### config.mk
export PLATFORM = sky130hd
export DESIGN_NAME = ifu
export DESIGN_NICKNAME = d
export VERILOG_FILES = /design/src/rtl/ifu.sv
export SDC_FILE = /design/constraint.sdc
export NUM_CORES = 1
export LEC_CHECK = 0
export BUFFER_PORTS_ARGS = -buffer_cell sky130_fd_sc_hd__buf_2
export CAP_MARGIN = 20
export CORE_ASPECT_RATIO = 1.25
export CORE_MARGIN = 1.5
export CORE_UTILIZATION = 54
export DETAILED_ROUTE_END_ITERATION = 12
export PLACE_DENSITY = 0.9
export SYNTH_ARGS = -nofsm -noshare
export SYNTH_HDL_FRONTEND = slang
export SYNTH_SLANG_ARGS = --single-unit
### constraint.sdc
create_clock -name clk -period 4.9 [get_ports clk]
set_clock_uncertainty 0.1 [all_clocks]
set_input_delay 0.98 -clock clk [delete_from_list [all_inputs] [get_ports clk]]
set_output_delay 0.98 -clock clk [all_outputs]
set_load 0.01 [all_outputs]
### src/rtl/ifu.sv
// Instruction fetch unit: owns the fetch PC, issues one word fetch at a time to
// instruction memory over a valid/ready request/response channel, and hands
// {inst_id, pc_id} to decode over a valid/ready handshake. Downstream redirects
// replace the fetch PC; a fetch already in flight is completed and its data dropped.
// Optional feature macro: IFU_MISALIGN_CHK_EN (misaligned redirect -> ERR state,
// misalign_err port). Without it, redirect_pc[1:0] is forced to 2'b00.
module ifu #(
  parameter int                 ADDR_W   = 32,
  parameter int                 DATA_W   = 32,
  parameter logic [ADDR_W-1:0]  RESET_PC = 32'h8000_0000
) (
  input  logic              clk,
  input  logic              rst,
  output logic              imem_req_valid,
  input  logic              imem_req_ready,
  output logic [ADDR_W-1:0] imem_req_addr,
  input  logic              imem_resp_valid,
  output logic              imem_resp_ready,
  input  logic [DATA_W-1:0] imem_resp_data,
  input  logic              redirect_valid,
  input  logic [ADDR_W-1:0] redirect_pc,
  output logic              inst_valid,
  input  logic              inst_ready,
  output logic [DATA_W-1:0] inst_id,
  output logic [ADDR_W-1:0] pc_id
`ifdef IFU_MISALIGN_CHK_EN
  ,output logic             misalign_err
`endif
);

  localparam logic [2:0] S_IDLE = 3'd0;
  localparam logic [2:0] S_REQ  = 3'd1;
  localparam logic [2:0] S_WAIT = 3'd2;
  localparam logic [2:0] S_HOLD = 3'd3;
`ifdef IFU_MISALIGN_CHK_EN
  localparam logic [2:0] S_ERR  = 3'd4;
`endif

  logic [2:0]        state, state_n;
  logic [ADDR_W-1:0] pc, pc_n;             // next PC to fetch (redirect target while killing)
  logic [ADDR_W-1:0] req_addr, req_addr_n; // address of the request currently on the bus
  logic              kill, kill_n;         // in-flight response must be dropped
  logic [DATA_W-1:0] inst_id_n;
  logic [ADDR_W-1:0] pc_id_n;
  logic [ADDR_W-1:0] tgt;
  logic              launch;
  logic [ADDR_W-1:0] launch_addr;

  // Redirect target as the fetch stage will use it.
`ifdef IFU_MISALIGN_CHK_EN
  assign tgt = redirect_pc;
`else
  assign tgt = redirect_pc & ~ADDR_W'(3);
`endif

  assign imem_req_valid  = (state == S_REQ);
  assign imem_req_addr   = req_addr;
  assign imem_resp_ready = (state == S_WAIT);
`ifdef IFU_MISALIGN_CHK_EN
  assign inst_valid      = (state == S_HOLD) || (state == S_ERR);
  assign misalign_err    = (state == S_ERR);
`else
  assign inst_valid      = (state == S_HOLD);
`endif

  // Next-state and datapath update; 'launch' starts a fresh fetch at launch_addr.
  always_comb begin
    // NOTE: every signal assigned here gets a default first so no path infers a latch.
    state_n     = state;
    pc_n        = pc;
    req_addr_n  = req_addr;
    kill_n      = kill;
    inst_id_n   = inst_id;
    pc_id_n     = pc_id;
    launch      = 1'b0;
    launch_addr = pc;

    case (state)
      S_IDLE: begin
        launch      = 1'b1;
        launch_addr = redirect_valid ? tgt : pc;
      end
      S_REQ: begin
        // The request stays on the bus unchanged; a redirect only retargets pc.
        if (redirect_valid) begin
          pc_n   = tgt;
          kill_n = 1'b1;
        end
        if (imem_req_ready) state_n = S_WAIT;
      end
      S_WAIT: begin
        if (imem_resp_valid) begin
          if (kill || redirect_valid) begin
            kill_n      = 1'b0;
            launch      = 1'b1;
            launch_addr = redirect_valid ? tgt : pc;
          end else begin
            inst_id_n = imem_resp_data;
            pc_id_n   = req_addr;
            state_n   = S_HOLD;
          end
        end else if (redirect_valid) begin
          pc_n   = tgt;
          kill_n = 1'b1;
        end
      end
      S_HOLD: begin
        // Redirect has priority over consumption: the held instruction is dropped.
        if (redirect_valid) begin
          launch      = 1'b1;
          launch_addr = tgt;
        end else if (inst_ready) begin
          launch      = 1'b1;
          launch_addr = pc + ADDR_W'(4);
        end
      end
`ifdef IFU_MISALIGN_CHK_EN
      S_ERR: begin
        if (redirect_valid) begin
          launch      = 1'b1;
          launch_addr = tgt;
        end
      end
`endif
      default: state_n = S_IDLE;
    endcase

    if (launch) begin
      pc_n       = launch_addr;
      req_addr_n = launch_addr;
      state_n    = S_REQ;
`ifdef IFU_MISALIGN_CHK_EN
      // A misaligned target is never fetched; report it to decode instead.
      if (launch_addr[1:0] != 2'b00) begin
        state_n   = S_ERR;
        inst_id_n = '0;
        pc_id_n   = launch_addr;
      end
`endif
    end
  end

  // State registers with asynchronous reset.
  always_ff @(posedge clk or posedge rst) begin
    if (rst) begin
      state    <= S_IDLE;
      pc       <= RESET_PC;
      req_addr <= RESET_PC;
      kill     <= 1'b0;
      inst_id  <= '0;
      pc_id    <= RESET_PC;
    end else begin
      // NOTE: non-blocking assignments so every register samples pre-edge values.
      state    <= state_n;
      pc       <= pc_n;
      req_addr <= req_addr_n;
      kill     <= kill_n;
      inst_id  <= inst_id_n;
      pc_id    <= pc_id_n;
    end
  end

endmodule
==> insert_results.sql <==
INSERT INTO impl_metrics (metric_group, metric, value, unit) VALUES
('worst_setup_path', 'cp_data_arrival_time', '3.71', 'ns'),
('global_route', 'grt_pass1_wl', '32.20', 'mm'),
('final_layout', 'final_layout_size_suffix_gt1_frac', '0.3386', ''),
('cts', 'tritoncts', 'done', ''),
('synthesis', 'synth_top_area_share', '0.4565', ''),
('synthesis', 'synth-warning-count', '0', ''),
('job', 'drv.max_cap_violation_count', '0', ''),
('synthesis', 'share_of_the_synthesized_netlist_area_taken_by_xor_and_xnor_gates', '0.01123', ''),
('floorplan', 'std_cell_rows', '46', ''),
('global_route', 'antenna_violations_before_repair', '0', ''),
('global_route', 'grt_overflow_total', '0', ''),
('global_route', 'maximum_number_of_pins_on_one_net_before_global_route_repair', '105', ''),
('placement', 'buffer_ports.inserted', '166', ''),
('worst_setup_path', 'timing.reg2reg.worst_path_depth', '8', ''),
('synthesis', 'synth_fa_ha_area_frac', '0.008916', ''),
('hold_path', 'min-delay-start', 'pc[1]', ''),
('worst_setup_path', 'start_kind', 'register', ''),
('detailed_routing', 'detail_route.first_pass.iterations', '6', ''),
('synthesis', 'yosys_register_bits', '131', ''),
('placement', 'post_dp_cell_area', '8023', 'sq um'),
('synthesis', 'synth_enable_flop_cells', '0', ''),
('timing', 'timing.final.hold_violations', '0', ''),
('worst_setup_path', 'end_kind', 'register', ''),
('final_layout', 'layout.filler_cells', '1007', ''),
('final_layout', 'fin_nets', '954', ''),
('hold_path', 'timing.hold.worst_endpoint', 'pc[1]', ''),
('cts', 'postCtsSetupBuffers', '0', ''),
('worst_setup_path', 'worst-path-max-fanout', '18', ''),
('placement', 'hpwl_after_dpl', '14.08', 'mm'),
('timing', 'grt_setup_unrepaired', 'false', ''),
('synthesis', 'synth_compound_area_frac', '0.1960', ''),
('floorplan', 'die_area', '13690', 'sq um'),
('floorplan', 'initial_core_util', '0.5542', ''),
('floorplan', 'design.core.area', '12660', 'sq um'),
('timing', 'fmax', '284.0', 'MHz'),
('detailed_routing', 'detail_route.drc_violations', '0', ''),
('synthesis', 'postSynth.topFlopCell', 'sky130_fd_sc_hd__dfrtp_1', ''),
('timing', 'tightest_slew', '1.132', 'ns'),
('global_route', 'grt_usage', '0.2990', ''),
('cts', 'numCtsBuffers', '17', ''),
('timing', 'setup-tns-final', '0', 'ns'),
('floorplan', 'fp.dieH', '130.4', 'um'),
('status', 'outcome', 'completed', ''),
('synthesis', 'synth.distinct_cells', '65', ''),
('synthesis', 'syn_area', '7017', 'sq um'),
('placement', 'routabilityCongestion', '1.070', ''),
('power', 'power_per_cell_area', '741.5', 'nW/um^2'),
('cts', 'cts.clk_slew.worst_paths', '0.06', 'ns'),
('timing', 'holdWs', '0.3916', 'ns'),
('synthesis', 'synth_top_family_by_area', 'compound AO/OA/AOI/OAI gates', ''),
('worst_setup_path', 'slack_of_the_worst_reg_to_reg_path', '1.38', 'ns'),
('hold_path', 'holdCritPathClass', 'register to register', ''),
('cts', 'post_cts_resized', '0', ''),
('global_route', 'first_global_vias', '6337', ''),
('cts', 'cts_hold_buf', '0', ''),
('timing', 'number_of_pins_exceeding_their_max_slew_limit_in_the_final_report', '0', ''),
('floorplan', 'io-pin-count', '169', ''),
('timing', 'min_period', '3.521', 'ns'),
('synthesis', 'seq_area_frac_synth', '0.4677', ''),
('synthesis', 'synthCells', '725', ''),
('cts', 'max-clock-path-buffers', '2', ''),
('worst_setup_path', 'timing.rr.end', 'pc[22]', ''),
('timing', 'worst_slew_margin_rel', '0.2453', ''),
('synthesis', 'synth.area.mux_share', '0.1132', ''),
('synthesis', 'postSynth.asyncResetShare', '1.000', ''),
('worst_setup_path', 'crit_start', 'state[1]', ''),
('final_layout', 'antenna_cells_inserted', '0', ''),
('cts', 'htree_levels', '4', ''),
('cts', 'clk_sinks', '131', ''),
('detailed_routing', 'wl_per_cell', '19.19', 'um'),
('cts', 'worstSkewPairLatency', '0.42', 'ns');
[state kept, by name, summed over array words and instances, names as in the netlist]
| register | cells |
|---|---|
| inst_id | 32 |
| state | 2 |
| pc | 32 |
| imem_req_addr | 32 |
| kill | 1 |
| pc_id | 32 |
[Yosys cell counts (all sizes together) (5+ instances only)]
cell    number
a211o        5
a21oi       46
a221o        9
a221oi       8
a22o         5
a22oi        6
a31oi       18
a32oi        5
and2         5
and3         9
buf         10
clkbuf      40
dfrtp      128
ha           5
inv         14
mux2        67
nand2       74
nand2b       6
nand3       21
nand4       11
nor2        66
nor2b        5
nor3        18
nor4         8
o211ai       7
o21a         5
o21ai       45
o22ai        8
o31ai        5
or3          5
xnor2        6
[per-stage QoR]
stage / std cells / total power, uW / utilization / worst slack, ns
after floorplan: 725 / 3916 / - / 0.3273
after global placement: 1028 / 4851 / 0.6336 / 1.532
after detailed placement: 1028 / 4967 / 0.6336 / 1.480
after CTS: 1060 / 6378 / 0.6842 / 1.556
after global routing: 1060 / 6812 / 0.6842 / 1.347
final: 1060 / 6424 / 0.6842 / 1.379
[critical path, cell delays in order, from the launching register on]
cell                       delay [ns]
sky130_fd_sc_hd__dfrtp_1         0.48
sky130_fd_sc_hd__inv_1           0.15
sky130_fd_sc_hd__ha_1            0.70
sky130_fd_sc_hd__nor3_1          0.21
sky130_fd_sc_hd__a21oi_1         0.92
sky130_fd_sc_hd__a22oi_1         0.21
sky130_fd_sc_hd__nor2_1          0.15
sky130_fd_sc_hd__a21oi_1         0.09
sky130_fd_sc_hd__a222oi_1        0.38
[cells in the final DEF, fill, tap and decap left out, drive strengths merged, types with 5 or more instances in the layout]
cell      n
buf     185
dfrtp   128
nand2    74
mux2     67
nor2     66
a21oi    46
o21ai    45
nand3    21
clkbuf   19
inv      19
a31oi    18
nor3     18
nand4    11
and3      9
a221o     9
o22ai     8
a221oi    8
nor4      8
o211ai    7
nand2b    6
a22oi     6
xnor2     6
a211o     5
nor2b     5
and2      5
or3       5
o21a      5
a22o      5
o31ai     5
a32oi     5
ha        5
clkinv    5
[logic make-up (layout without fill, tap and decap cells)]
logic type	count (synthesis)	in the layout
AO/OA/AOI/OAI	205	205
AND/OR/NAND/NOR	239	239
multiplexers	71	71
buffers and inverters	65	232
adder cells (fa/ha/maj)	5	5
XOR/XNOR	9	9
flip-flops	131	131
[worst max-delay path by stage]
stage	depth (start not counted)	end	slack, ns
floorplan	1	imem_req_addr[0]	0.33
global placement	7	imem_req_addr[16]	1.53
detailed placement	7	pc[22]	1.48
CTS	8	pc[22]	1.56
global route	8	pc[22]	1.35
finish	8	pc[22]	1.38
[where the power goes]
part	internal, uW	total [uW]	switching [uW]
registers	1600	2060	461
logic	1200	2980	1780
clock network	877	1380	507
[final cells by class]
class,count,area (sq um),area share
clock inverters,13,197.7,0.02282
well taps,168,210.2,0.02426
flip-flops and latches,131,3282,0.3788
clock buffers,19,442.9,0.05113
repair buffers,185,973.4,0.1124
multi-input cells,529,3496,0.4035
inverters,15,61.31,0.007077
[metal layers]
layer | routed length [um] | vias up | GRT usage
li1 | - | 3005 | -
met1 | 7758 | 3191 | 0.3565
met2 | 9803 | 439 | 0.5040
met3 | 1829 | 88 | 0.06746
met4 | 949 | 0 | 0.1700
met5 | 0 | - | 0
Note: power is estimated with default switching activity, not from simulation.
